## src/rtl/alu_multicycle.sv

```systemverilog
// Multi-cycle execute unit: single-cycle ADD/SUB/logic/rotate, iterative shift-add MUL.
// Valid/ready on both sides; results are held in DONE until the consumer takes them.
module alu_multicycle #(
  parameter int WIDTH    = 16,
  parameter int MUL_STEP = 1
) (
  input  logic             i_clock,
  input  logic             i_reset,
  input  logic             i_valid,
  output logic             o_ready,
  input  logic [2:0]       i_op,
  input  logic [WIDTH-1:0] i_src1,
  input  logic [WIDTH-1:0] i_src2,
  output logic             o_valid,
  input  logic             i_ready,
  output logic [WIDTH-1:0] o_result,
  output logic [WIDTH-1:0] o_result_high,
  output logic             o_carry,
  output logic             o_zero
);

  // state | meaning
  // IDLE  | ready for a request
  // BUSY  | MUL iterating, one MUL_STEP slice of the multiplier per cycle
  // DONE  | result valid, held until i_ready
  typedef enum logic [1:0] {S_IDLE, S_BUSY, S_DONE} state_t;

  localparam int STEPS = WIDTH / MUL_STEP;
  localparam int CW    = (STEPS > 1) ? $clog2(STEPS) : 1;
  localparam int AW    = $clog2(WIDTH);

  localparam logic [2:0] OP_ADD = 3'd0;
  localparam logic [2:0] OP_SUB = 3'd1;
  localparam logic [2:0] OP_AND = 3'd2;
  localparam logic [2:0] OP_OR  = 3'd3;
  localparam logic [2:0] OP_XOR = 3'd4;
  localparam logic [2:0] OP_MUL = 3'd5;
  localparam logic [2:0] OP_ROL = 3'd6;
  localparam logic [2:0] OP_ROR = 3'd7;

  state_t state, state_nxt;

  logic [2*WIDTH-1:0] acc, acc_nxt;
  logic [2*WIDTH-1:0] mcand;
  logic [WIDTH-1:0]   mplier;
  logic [CW-1:0]      cnt;

  logic [WIDTH-1:0]   alu_res;
  logic               alu_carry;
  logic [WIDTH:0]     sum, diff;
  logic [2*WIDTH-1:0] rol_t, ror_t;
  logic [AW-1:0]      amt;

  assign o_ready = (state == S_IDLE);
  assign o_valid = (state == S_DONE);

  always_ff @(posedge i_clock) begin
    if (i_reset) state <= S_IDLE;
    else         state <= state_nxt;
  end

  always_comb begin
    state_nxt = state;
    case (state)
      S_IDLE: if (i_valid) state_nxt = (i_op == OP_MUL) ? S_BUSY : S_DONE;
      S_BUSY: if (cnt == '0) state_nxt = S_DONE;
      S_DONE: if (i_ready) state_nxt = S_IDLE;
      default: state_nxt = S_IDLE;
    endcase
  end

  // Single-cycle ops are evaluated straight off the request operands at accept.
  always_comb begin
    amt       = i_src2[AW-1:0];
    sum       = {1'b0, i_src1} + {1'b0, i_src2};
    diff      = {1'b0, i_src1} - {1'b0, i_src2};
    rol_t     = {i_src1, i_src1} << amt;
    ror_t     = {i_src1, i_src1} >> amt;
    alu_res   = '0;
    alu_carry = 1'b0;
    case (i_op)
      OP_ADD: begin alu_res = sum[WIDTH-1:0];  alu_carry = sum[WIDTH];  end
      OP_SUB: begin alu_res = diff[WIDTH-1:0]; alu_carry = diff[WIDTH]; end
      OP_AND: alu_res = i_src1 & i_src2;
      OP_OR:  alu_res = i_src1 | i_src2;
      OP_XOR: alu_res = i_src1 ^ i_src2;
      OP_ROL: alu_res = rol_t[2*WIDTH-1:WIDTH];
      OP_ROR: alu_res = ror_t[WIDTH-1:0];
      default: alu_res = '0;
    endcase
  end

  always_comb begin
    acc_nxt = acc;
    for (int j = 0; j < MUL_STEP; j++) begin
      if (mplier[j]) acc_nxt = acc_nxt + (mcand << j);
    end
  end

  always_ff @(posedge i_clock) begin
    if (i_reset) begin
      acc           <= '0;
      mcand         <= '0;
      mplier        <= '0;
      cnt           <= '0;
      o_result      <= '0;
      o_result_high <= '0;
      o_carry       <= 1'b0;
      o_zero        <= 1'b0;
    end else begin
      case (state)
        S_IDLE: begin
          if (i_valid) begin
            if (i_op == OP_MUL) begin
              acc    <= '0;
              mcand  <= {{WIDTH{1'b0}}, i_src1};
              mplier <= i_src2;
              cnt    <= CW'(STEPS - 1);
            end else begin
              o_result      <= alu_res;
              o_result_high <= '0;
              o_carry       <= alu_carry;
              o_zero        <= (alu_res == '0);
            end
          end
        end
        S_BUSY: begin
          acc    <= acc_nxt;
          mcand  <= mcand << MUL_STEP;
          mplier <= mplier >> MUL_STEP;
          cnt    <= cnt - 1'b1;
          if (cnt == '0) begin
            o_result      <= acc_nxt[WIDTH-1:0];
            o_result_high <= acc_nxt[2*WIDTH-1:WIDTH];
            o_carry       <= 1'b0;
            o_zero        <= (acc_nxt[WIDTH-1:0] == '0);
          end
        end
        default: ;
      endcase
    end
  end

endmodule

```

## config.mk

```make
export PLATFORM = sky130hd
export DESIGN_NAME = alu_multicycle
export DESIGN_NICKNAME = d
export VERILOG_FILES = /design/src/rtl/alu_multicycle.sv
export SDC_FILE = /design/constraint.sdc
export NUM_CORES = 1
export LEC_CHECK = 0
export BUFFER_PORTS_ARGS = -buffer_cell sky130_fd_sc_hd__buf_4
export CAP_MARGIN = 20
export CELL_PAD_IN_SITES_DETAIL_PLACEMENT = 0
export CELL_PAD_IN_SITES_GLOBAL_PLACEMENT = 1
export CORE_MARGIN = 2
export CORE_UTILIZATION = 51
export CTS_BUF_LIST = sky130_fd_sc_hd__clkbuf_4
export DETAILED_ROUTE_END_ITERATION = 8
export MAX_ROUTING_LAYER = met4
export PLACE_DENSITY = 0.88
export REMOVE_ABC_BUFFERS = 1
export SETUP_SLACK_MARGIN = 0.4
export SYNTH_ARGS = -nofsm -noshare
export SYNTH_HDL_FRONTEND = slang
export SYNTH_SLANG_ARGS = --single-unit
```

## constraint.sdc

```tcl
create_clock -name i_clock -period 5 [get_ports i_clock]
set_input_delay 0.25 -clock i_clock [delete_from_list [all_inputs] [get_ports i_clock]]
set_output_delay 0.25 -clock i_clock [all_outputs]
set_load 0.02 [all_outputs]
```

* Word level (Yosys, flattened, before mapping)
Cells that the tools add are included.
** Cells by class
- Shift operators :: 2
- Bitwise gates (word level) :: 3
- Equality and inequality tests :: 14
- Reduce and logical (&&, ||, !) cells :: 9
- Mux-type cells :: 36
- $add $sub $neg :: 4
** Operators with widths (number)
- 32-bit 2-to-1 mux :: 5
- 16-bit 2-to-1 mux :: 8
- 32-bit case mux with 2 select lines :: 2
- 16-bit case mux with 7 select lines :: 1
- 16-bit case mux with 2 select lines :: 3
- 32-bit adder :: 1
- 16-bit logical NOT :: 2
- 32-bit by 4-bit left shift with 32-bit output :: 1
- 32-bit by 4-bit right shift with 16-bit output :: 1
- 16-bit by 16-bit adder with 17-bit output :: 1
- 16-bit by 16-bit subtractor with 17-bit output :: 1
- 16-bit AND :: 1
- 16-bit OR :: 1
- 16-bit bitwise XOR :: 1
- 3-bit equality test, second input constant :: 4
- 2-bit 2-to-1 mux :: 4
- 4-bit 2-to-1 mux :: 2
- 4-bit case mux with 2 select lines :: 1
- 3-bit by 2-bit equality test with 1-bit output, second input constant :: 2
- 1-bit 2-to-1 mux :: 6
- 2-bit != test, second input constant :: 3
- 1-bit case mux with 2 select lines :: 3
- 2-bit case mux with 3 select lines :: 1
- 3-bit AND reduction :: 2
- 10 further kinds :: 11
** Word-level totals
- Register bits :: 120
- Input port bits :: 39
- Output and inout port bits :: 36

* Longest topological paths before layout
Gate-level depths: netlist of run 1.
- Depth after elaboration :: 6
- Mapped depth :: 15
- Mapped depth without buffers :: 14

* Worst setup path after synthesis of run 1
No wires, ideal clock.
- Path kind :: input -> register
- From :: in i_src2[2]
- To :: reg o_zero
- Stages :: 15
- Arrival :: 3.194 ns
- Buffers on the path :: 3
- Path slack :: 1.747 ns
- Library setup time :: 0.059 ns
- Path through :: buf_2 -> buf_2 -> inv_1 -> ha_1 -> clkbuf_1 -> nor3_1 -> a221oi_1 -> a211oi_1 -> o32ai_1 -> o22a_1 -> a21oi_1 -> or4_1 -> nor2_1 -> and4bb_1 -> a22o_1
** On the way
- Word-level cells in the longest chain between the ends :: 6
** Ends and longest elaborated chain
- start, declared :: line 13 : input logic [WIDTH-1:0] i_src2,
- 16-bit by 16-bit subtractor with 17-bit output (tied with other cells) :: line 76 : diff = {1'b0, i_src1} - {1'b0, i_src2};
- 16-bit case mux with 7 select lines * :: line 81 : case (i_op)
- 16-bit logical NOT * :: line 123 : o_zero <= (alu_res == '0);
- 1-bit 2-to-1 mux * :: line 114 : if (i_op == OP_MUL) begin
- 1-bit 2-to-1 mux * :: line 113 : if (i_valid) begin
- 1-bit case mux with 2 select lines * :: line 111 : case (state)
- end signal, assigned :: line 123
- end signal, assigned :: line 136 : o_zero <= (acc_nxt[WIDTH-1:0] == '0);
- end, declared :: line 19 : output logic o_zero
Mark *: on every way between the ends. The rest lies on a longest branch, timed or not. The select of a mux whose other input is x is not followed.
A chain may end at the register's enable or synchronous reset.

* Worst setup path after layout of run 1
- From :: reg acc[0]
- To :: reg o_zero
** On the way
- Word-level cells in the longest chain between the ends :: 5
** Ends and longest elaborated chain
- start, declared :: line 43 : logic [2*WIDTH-1:0] acc, acc_nxt;
- start signal, assigned :: line 128 : acc <= acc_nxt;
- 32-bit adder :: line 96 : if (mplier[j]) acc_nxt = acc_nxt + (mcand << j);
- 32-bit 2-to-1 mux * :: line 96
- 16-bit logical NOT * :: line 136
- 1-bit 2-to-1 mux * :: line 132 : if (cnt == '0) begin
- 1-bit case mux with 2 select lines * :: line 111
Marks and branches as above.

==> results of run 1 <==
==> cells by family after synthesis <==
group                    Yosys count  share of synthesized area
AND/OR/NAND/NOR                  451                      0.185
AO/OA/AOI/OAI                    438                      0.275
buffers and inverters            163                     0.0594
flip-flops                       120                      0.225
multiplexers                      89                      0.124
adder cells (fa/ha/maj)           86                      0.103
XOR/XNOR                          34                     0.0279
==> sequential cells by signal, summed over array words and instances, names as in the netlist <==
register / cells
o_result_high: 16
state: 2
mplier: 16
mcand: 32
o_result: 16
o_carry: 1
acc: 32
o_zero: 1
cnt: 4
==> area by class of cell <==
cell class | instances | share of cell area
multi-input combinational | 1098 | 0.653
sequential | 120 | 0.205
timing repair buffer | 101 | 0.0674
tap | 270 | 0.0288
inverter | 70 | 0.0224
clock inverter | 15 | 0.0124
clock buffer | 17 | 0.0109
antenna | 1 | 0.000213
==> through the flow <==
| stage | cells | worst slack (ps) | utilization | area (um^2) | power [mW] |
|---|---|---|---|---|---|
| after floorplan | 1288 | 936 | - | 10300 | 1.48 |
| after global placement | 1646 | 1270 | 0.556 | 11300 | 1.77 |
| after detailed placement | 1646 | 1200 | 0.556 | 11300 | 1.77 |
| after CTS | 1691 | 1580 | 0.576 | 11700 | 2.46 |
| after global routing | 1692 | 1400 | 0.576 | 11700 | 2.59 |
| final | 1692 | 1540 | 0.576 | 11700 | 2.47 |
==> path summary, 6_finish.rpt <==
check | start | to | slack (ps) | cells past startpoint
min | i_src1[6] | mcand[6] | 40 | 3
max reg2reg | acc[0] | o_zero | 1540 | 12
max | acc[0] | o_zero | 1540 | 12
min reg2reg | o_result_high[15] | o_result_high[15] | 460 | 2
==> layer usage <==
layer	wire length [um]	global-route usage	share of wire	up-vias
li1	-	-	-	5124
met1	16000	0.458	0.44	5118
met2	16300	0.530	0.45	465
met3	2900	0.0561	0.080	63
met4	1150	0.119	0.032	0
met5	0	-	0	-
==> synth_stat cells, types with 11 or more instances <==
library cell,n
a21o_1,16
o21ai_0,55
xnor2_1,22
nor2b_1,11
a31oi_1,11
a311oi_1,33
buf_1,12
nand3_1,13
inv_1,66
o211ai_1,12
nor2_1,191
nand2_1,143
mux2i_1,38
a211oi_1,21
a221oi_1,11
nand2b_1,15
a21oi_1,122
clkbuf_1,73
ha_1,83
dfxtp_1,120
mux4_2,33
mux2_2,16
a22oi_1,52
xor2_1,12
o21ai_1,16
nor3_1,28
==> cell usage in the layout, fill, tap and decap left out, types with 7 or more instances in the layout <==
master and n:
nand2_1 143, a221oi_1 11, dlygate4sd3_1 13, a21o_1 16, nand3_1 13, and3_1 8
a22o_1 7, clkbuf_4 17, a211oi_1 21, a21oi_1 122, o21ai_0 55, nor2_1 189
o21ai_1 16, mux4_2 33, a31oi_1 11, nor3_1 28, inv_1 66, a311oi_1 33
mux2i_1 38, a22oi_1 52, xor2_1 12, nor2b_1 10, xnor2_1 22, o21bai_1 8
ha_1 83, nand4_1 9, mux2_2 16, o211ai_1 12, dfxtp_1 119, buf_4 88
nand2b_1 14
==> where the power goes <==
part	switching [mW]	total [mW]	leakage, nW	internal (mW)
logic	0.478	0.765	3.66	0.287
registers	0.0222	1.01	0.973	0.986
clock network	0.437	0.694	0.140	0.257
==> critical path, stage by stage, from the launching register on <==
cell and delay (ps):
dfxtp_1 360, ha_1 260, fa_1 420, a21o_1 230
a311o_1 380, o2111ai_1 210, o211a_2 330, xnor2_1 80
mux2_2 300, nor4_1 290, nand3_1 170, o21ai_0 210
a22o_1 140
==> impl_metrics.env, run 1 <==
export IMPL_outcome="complete, but fails checks"
export IMPL_violations="design-rule violations"
export IMPL_vias_per_cell=6.37
export IMPL_place_hpwl_um=26500
export IMPL_place_gp_congestion=0.979
export IMPL_cp_start_kind="register"
export IMPL_synth_edf_count=0
export IMPL_grt_pass1_vias=10300
export IMPL_postCtsSetupBuffers=0
export IMPL_rsz0062_at_grt="false"
export IMPL_netlist_instances=1381
export IMPL_drc=2
export IMPL_arrival_ps=3950
export IMPL_htreeDepth=4
export IMPL_clock_root_buffer="clkbuf_4"
export IMPL_final_net_count=1533
export IMPL_hold_viol=0
export IMPL_crit_type="register to register"
export IMPL_post_route_period_util=0.691
export IMPL_grt_max_degree=64
export IMPL_regArea_mm2=0.00240
export IMPL_drive_above_1_share=0.129
export IMPL_initial_core_util=0.524
export IMPL_yosys_warnings=0
export IMPL_num_vias=10800
export IMPL_syn_avg_cell_area_um2=7.72
export IMPL_ctsHoldBuffers=13
export IMPL_clockBufferDepth=2
export IMPL_layout_min_cycle_time_ps=3460
export IMPL_drt_total_wl_um=36300
export IMPL_cts_tree="built"
export IMPL_ir_drop_uv=131
export IMPL_slew_viol_final=0
export IMPL_multi_input_area_mm2=0.00765
export IMPL_slew_headroom=0.320
export IMPL_p_leak_nw=4.77
export IMPL_required_ps=5490
export IMPL_antenna_found_initial=1
export IMPL_synth_distinct_cells=79
export IMPL_cp_end_kind="register"
export IMPL_setup_viol=0
export IMPL_antenna_left=0
export IMPL_die_h_um=149
export IMPL_cts_resized=0
export IMPL_cts_buffers=17
export IMPL_mappedNetlistArea_mm2=0.0107
export IMPL_worst_pin_slew_ps=1020
export IMPL_cts_sinks=120
export IMPL_io_buffers=74
export IMPL_synth_top_cell_area_share=0.225
export IMPL_n_fill_cell=1991
export IMPL_maxCapViolations=0
export IMPL_syn_to_final_growth_pct=9.94
export IMPL_finClkSkew_ps=31.4
export IMPL_grt_use_total=0.343
export IMPL_gr_total_overflow=0
export IMPL_core_region_area_mm2=0.0204
export IMPL_power_density_mw_per_mm2=210
export IMPL_critical_path_max_fanout=5
export IMPL_clock_latency_ps=560
export IMPL_io_pins=75
export IMPL_worstHoldPathType="input pin to register"
export IMPL_wl_per_cell_um=21.5
export IMPL_finalSetupTns_ps=0
export IMPL_synth_top_area_cell="dfxtp_1"
export IMPL_ys_ff_latch=120
export IMPL_drt_iter0_drc=895
export IMPL_die_area_mm2=0.0221
export IMPL_synthTopCellsByArea="dfxtp_1 (23%), ha_1 (9.7%), mux4_2 (7.0%)"
export IMPL_yosys_most_used_dff="dfxtp_1"
export IMPL_async_reset_ff_frac=0
export IMPL_grt_pass1_wl_um=57600
export IMPL_dr_pass1_iters=9
export IMPL_ys_seq_area_frac=0.225
export IMPL_max_freq_mhz=289
export IMPL_die_w_um=149
export IMPL_path_clk_slew_ps=150
export IMPL_holdWs_ps=39.8
export IMPL_num_rows=52
Note: power is estimated with default switching activity, not from simulation.
==> run 2: changes to the inputs <==
--- a/config.mk
+++ b/config.mk
@@ -10,11 +10,11 @@
 export CELL_PAD_IN_SITES_DETAIL_PLACEMENT = 0
 export CELL_PAD_IN_SITES_GLOBAL_PLACEMENT = 1
 export CORE_MARGIN = 2
-export CORE_UTILIZATION = 51
+export CORE_UTILIZATION = 47
 export CTS_BUF_LIST = sky130_fd_sc_hd__clkbuf_4
 export DETAILED_ROUTE_END_ITERATION = 8
 export MAX_ROUTING_LAYER = met4
-export PLACE_DENSITY = 0.88
+export PLACE_DENSITY = 0.82
 export REMOVE_ABC_BUFFERS = 1
 export SETUP_SLACK_MARGIN = 0.4
 export SYNTH_ARGS = -nofsm -noshare
==> constraint.sdc (replaced) <==
create_clock -name i_clock -period 3.5 [get_ports i_clock]
set_input_delay 0.175 -clock i_clock [delete_from_list [all_inputs] [get_ports i_clock]]
set_output_delay 0.175 -clock i_clock [all_outputs]
set_load 0.02 [all_outputs]
==> run 2 against run 1 <==
  * The flow now finishes without violations
  * First-iteration DRC count increased by 13%
  * Highest routed layer unchanged
  * Die area increased by 8.3%
  * Critical path depth increased by 1
  * Setup slack got worse by 1100 ps
==> impl_metrics.env, run 2 (synthesized netlist as in run 1, its figures left out) <==
export IMPL_outcome="finished clean"
export IMPL_arrival_ps=3470
export IMPL_drt_total_wl_um=36200
export IMPL_io_pins=75
export IMPL_cts_buffers=17
export IMPL_num_vias=10900
export IMPL_slew_viol_final=0
export IMPL_r2r_slack_ps=470
export IMPL_p_leak_nw=5.00
export IMPL_place_gp_congestion=0.953
export IMPL_worstHoldPathType="input pin to register"
export IMPL_hold_viol=0
export IMPL_die_area_mm2=0.0239
export IMPL_layout_common_cells="nor2_1 (188), nand2_1 (143), a21oi_1 (121), dfxtp_1 (116), buf_4 (111)"
export IMPL_place_hpwl_um=26300
export IMPL_clock_latency_ps=540
export IMPL_placed_cells=1682
export IMPL_final_net_count=1570
export IMPL_reg2reg_depth=13
export IMPL_grt_max_degree=66
export IMPL_required_ps=3950
export IMPL_slowest_stage="a311o_1"
export IMPL_endpoint="o_result_high[4]"
export IMPL_drt_iter0_drc=1013
export IMPL_worstPathBufferInverterCount=1
export IMPL_vias_per_cell=6.25
export IMPL_clock_root_buffer="clkbuf_4"
export IMPL_finClkSkew_ps=24.2
export IMPL_worstReg2RegStart="acc[0]"
export IMPL_n_fill_cell=2199
export IMPL_clockBufferDepth=2
export IMPL_cp_cell_sequence="ha_2 > fa_2 > a21o_1 > a311o_1 > o2111ai_2 > o211a_2 > buf_4 > o31ai_1 > a21oi_1 > a22oi_1 > xor2_1 > nand2_1 > a211oi_1"
export IMPL_slew_headroom=0.401
export IMPL_die_w_um=155
export IMPL_core_region_area_mm2=0.0224
export IMPL_num_rows=55
export IMPL_cp_end_kind="register"
export IMPL_grt_pass1_vias=10300
export IMPL_initial_core_util=0.475
export IMPL_io_buffers=74
export IMPL_drc=0
export IMPL_place_area_mm2=0.0115
export IMPL_post_route_period_util=0.865
export IMPL_gr_total_overflow=0
export IMPL_worst_pin_slew_ps=898
export IMPL_die_h_um=155
export IMPL_final_cells=1744
export IMPL_max_freq_mhz=330
export IMPL_setup_viol=0
export IMPL_grt_use_total=0.313
export IMPL_grt_pass1_wl_um=57700
export IMPL_drive_above_1_share=0.155
export IMPL_r2r_end="o_result_high[4]"
export IMPL_antenna_found_initial=1
export IMPL_dr_pass1_iters=6
export IMPL_antenna_left=0
export IMPL_path_clk_slew_ps=120
export IMPL_cts_tree="built"
export IMPL_critPathTopFamily="compound AO/OA/AOI/OAI gates"
export IMPL_cp_start_kind="register"
export IMPL_rsz0062_at_grt="true"
export IMPL_layout_min_cycle_time_ps=3030
export IMPL_cp_depth=13
export IMPL_maxCapViolations=0
export IMPL_syn_to_final_growth_pct=14.5
export IMPL_ir_drop_uv=291
export IMPL_top_regs="acc: 32 flops, mcand: 32 flops"
export IMPL_cts_sinks=120
export IMPL_wl_per_cell_um=20.8
export IMPL_final_common_cell="nor2_1"
export IMPL_critical_path_max_fanout=4
export IMPL_slowest_delay_ps=390
export IMPL_startpoint="acc[0]"
export IMPL_final_area_mm2=0.0122
export IMPL_power_density_mw_per_mm2=305
export IMPL_htreeDepth=4
export IMPL_crit_type="register to register"
export IMPL_min_path_cells=3
==> run 2: repair_timing <==
| item | 4_1_cts | 5_1_grt |
|---|---|---|
| endpoints found under the hold margin | 23 | 3 |
| pin swaps | 4 | 10 |
| setup endpoints to repair | 8 | 15 |
| resized for setup | 8 | 18 |
| hold buffers | 22 | 3 |
| buffers inserted | 2 | 2 |
==> run 2: per-stage QoR <==
stage,util,power (mW),worst slack (ps),hold slack (ps),TNS [ps]
after floorplan,-,2.11,-489,244,-4770
after global placement,0.513,2.54,47.2,439,0
after detailed placement,0.513,2.55,25.2,443,0
after CTS,0.539,3.71,401,0.422,0
after global routing,0.545,3.90,348,2.78,0
final,0.545,3.73,472,27.2,0
==> run 2: metal layers <==
| metal | track usage | share of wire |
|---|---|---|
| met1 | 0.423 | 0.45 |
| met2 | 0.490 | 0.45 |
| met3 | 0.0443 | 0.071 |
| met4 | 0.0864 | 0.029 |
| met5 | - | 0 |
==> run 2: layout make-up <==
cell class	count	area [um^2]	area share
multi-input cells	1098	7740	0.634
flip-flops and latches	120	2410	0.197
repair buffers	138	1120	0.0920
well taps	285	357	0.0292
inverters	70	263	0.0215
clock inverters	13	176	0.0144
clock buffers	19	143	0.0117
diodes	1	2.50	0.000205
==> run 2: where the power goes <==
group / switching, mW / internal [mW]
registers: 0.0370 / 1.41
clock network: 0.571 / 0.581
logic: 0.685 / 0.444
total: 1.29 / 2.43
==> run 2: worst min path at each step <==
stage | startpoint | endpoint | slack (ps)
after global placement | o_result_high[5] | o_result_high[5] | 440
after floorplan | i_reset | acc[20] | 240
after detailed placement | o_result_high[11] | o_result_high[11] | 440
final | i_src1[2] | mcand[2] | 30
after global routing | i_src1[15] | mcand[15] | 3
after CTS | i_src1[15] | mcand[15] | 0.4
==> run 2: worst register-to-register path, cell delays in order (launching register included) <==
cell and delay [ps]:
dfxtp_4 370, ha_2 210, fa_2 360, a21o_1 200, a311o_1 390, o2111ai_2 140, o211a_2 260, buf_4 120
o31ai_1 70, a21oi_1 200, a22oi_1 120, xor2_1 160, nand2_1 110, a211oi_1 230
==> run 3: changes to the inputs <==
--- a/config.mk
+++ b/config.mk
@@ -5,7 +5,7 @@
 export SDC_FILE = /design/constraint.sdc
 export NUM_CORES = 1
 export LEC_CHECK = 0
-export BUFFER_PORTS_ARGS = -buffer_cell sky130_fd_sc_hd__buf_4
+export BUFFER_PORTS_ARGS = -buffer_cell sky130_fd_sc_hd__buf_2
 export CAP_MARGIN = 20
 export CELL_PAD_IN_SITES_DETAIL_PLACEMENT = 0
 export CELL_PAD_IN_SITES_GLOBAL_PLACEMENT = 1
@@ -15,7 +15,6 @@
 export DETAILED_ROUTE_END_ITERATION = 8
 export MAX_ROUTING_LAYER = met4
 export PLACE_DENSITY = 0.82
-export REMOVE_ABC_BUFFERS = 1
 export SETUP_SLACK_MARGIN = 0.4
 export SYNTH_ARGS = -nofsm -noshare
 export SYNTH_HDL_FRONTEND = slang
==> run 3 against run 2 <==
  * Largest cell class unchanged
  * Final cell count rose by 0.97%
  * Flip-flop and latch count did not move
  * Clock power is 12% lower
  * Utilization about the same
  * First-iteration DRC count up 15%
  * Critical endpoint is now o_zero
  * Power shrank 3.3%
  * Via count rose by 2.0%
==> impl_metrics.env, run 3 (synthesized netlist as in run 1, its figures left out) <==
export IMPL_outcome="finished clean"
export IMPL_final_cells=1761
export IMPL_drt_iter0_drc=1162
export IMPL_antenna_found_initial=2
export IMPL_path_clk_slew_ps=120
export IMPL_drc=0
export IMPL_htreeDepth=4
export IMPL_syn_nets=1506
export IMPL_io_buffers=74
export IMPL_antenna_left=0
export IMPL_dr_pass1_iters=6
export IMPL_cp_end_kind="register"
export IMPL_finalSetupTns_ps=0
export IMPL_regArea_mm2=0.00241
export IMPL_hold_viol=0
export IMPL_critical_path_max_fanout=4
export IMPL_clockBufferDepth=2
export IMPL_place_hpwl_um=27600
export IMPL_layout_common_cells="nor2_1 (188), nand2_1 (143), a21oi_1 (120), dfxtp_1 (116), ha_1 (81)"
export IMPL_required_ps=4020
export IMPL_place_gp_congestion=1.01
export IMPL_clock_latency_ps=590
export IMPL_core_region_area_mm2=0.0224
export IMPL_slowest_stage="or3_4"
export IMPL_wl_per_cell_um=21.2
export IMPL_setup_viol=0
export IMPL_post_route_period_util=0.877
export IMPL_grt_pass1_vias=10400
export IMPL_top_regs="acc: 32 flops, mcand: 32 flops"
export IMPL_slew_viol_final=0
export IMPL_placed_cells=1696
export IMPL_n_fill_cell=2213
export IMPL_die_h_um=155
export IMPL_grt_pass1_wl_um=58400
export IMPL_io_pins=75
export IMPL_cp_cell_sequence="ha_4 > fa_2 > a21o_1 > a311o_1 > buf_4 > o2111ai_4 > o211a_4 > nor3_2 > or3_4 > nor3_4 > nand3_2 > o21ai_2 > a22o_1"
export IMPL_finClkSkew_ps=35.3
export IMPL_multi_input_area_mm2=0.00786
export IMPL_cts_sinks=120
export IMPL_p_leak_nw=5.04
export IMPL_grt_max_degree=57
export IMPL_final_common_cell="nor2_1"
export IMPL_drt_total_wl_um=37200
export IMPL_arrival_ps=3580
export IMPL_final_net_count=1586
export IMPL_slew_headroom=0.527
export IMPL_syn_to_final_growth_pct=14.6
export IMPL_startpoint="acc[0]"
export IMPL_vias_per_cell=6.31
export IMPL_worstHoldPathType="input pin to register"
export IMPL_worstReg2RegStart="acc[0]"
export IMPL_cp_start_kind="register"
export IMPL_die_w_um=155
export IMPL_critPathTopFamily="compound AO/OA/AOI/OAI gates"
export IMPL_rsz0062_at_grt="true"
export IMPL_layout_min_cycle_time_ps=3070
export IMPL_worstPathBufferInverterCount=1
export IMPL_cts_tree="built"
export IMPL_power_density_mw_per_mm2=295
export IMPL_cts_buffers=17
export IMPL_max_freq_mhz=326
export IMPL_ir_drop_uv=124
export IMPL_num_rows=55
export IMPL_num_vias=11100
export IMPL_die_area_mm2=0.0239
export IMPL_maxCapViolations=0
export IMPL_initial_core_util=0.475
export IMPL_clock_root_buffer="clkbuf_4"
export IMPL_gr_total_overflow=0
export IMPL_hold_path_startpoint="i_src1[15]"
export IMPL_grt_use_total=0.320
export IMPL_drive_above_1_share=0.178
export IMPL_crit_type="register to register"
export IMPL_slowest_delay_ps=410
export IMPL_worst_pin_slew_ps=701
==> run 3: timing repair <==
item	in CTS	in global routing
endpoints found under the hold margin	20	0
endpoints found under the setup margin	4	14
buffers inserted	3	9
pin swaps	5	14
hold buffers	19	0
resized for setup	11	38
==> run 3: final timing paths <==
| check | to | slack [ps] | cells past startpoint |
|---|---|---|---|
| max | o_zero | 430 | 13 |
| min reg2reg | o_result_high[7] | 450 | 2 |
| max reg2reg | o_zero | 430 | 13 |
| min | mcand[15] | 30 | 3 |
==> run 3: layer usage <==
metal	global-route usage	vias to the layer above	part of all wire
li1	-	5248	-
met1	0.397	5247	0.42
met2	0.516	505	0.47
met3	0.0507	110	0.069
met4	0.140	0	0.043
met5	-	-	0
==> run 3: where the power goes <==
part	internal [mW]	switching [mW]	leakage, nW
registers	1.41	0.0375	0.974
logic	0.438	0.708	3.92
clock network	0.322	0.688	0.144
total	2.17	1.43	5.04
==> run 3: worst register-to-register path, cell delays in order (launching register included) <==
cell       delay [ps]
dfxtp_4           380
ha_4              170
fa_2              350
a21o_1            190
a311o_1           380
buf_4             150
o2111ai_4         110
o211a_4           230
nor3_2             40
or3_4             410
nor3_4            200
nand3_2           120
o21ai_2           160
a22o_1            130
==> run 3: area by class of cell <==
| cell class | instances | share of cell area |
|---|---|---|
| clock buffers | 17 | 0.0104 |
| well taps | 285 | 0.0292 |
| repair buffers | 154 | 0.0861 |
| inverters | 70 | 0.0215 |
| clock inverters | 15 | 0.0123 |
| multi-input cells | 1098 | 0.643 |
| diodes | 2 | 0.000409 |
| flip-flops and latches | 120 | 0.197 |
==> run 3: through the flow <==
step / instance area (um^2) / setup WS [ps] / util / total power [mW] / hold WS [ps]
6_report: 12200 / 432 / 0.545 / 3.60 / 33.4
4_1_cts: 12000 / 402 / 0.534 / 3.58 / 0.353
3_5_place_dp: 11400 / 112 / 0.510 / 2.56 / 438
2_1_floorplan: 10700 / 468 / - / 2.18 / 323
3_3_place_gp: 11400 / 137 / 0.510 / 2.55 / 430
5_1_grt: 12200 / 323 / 0.545 / 3.77 / 13.0
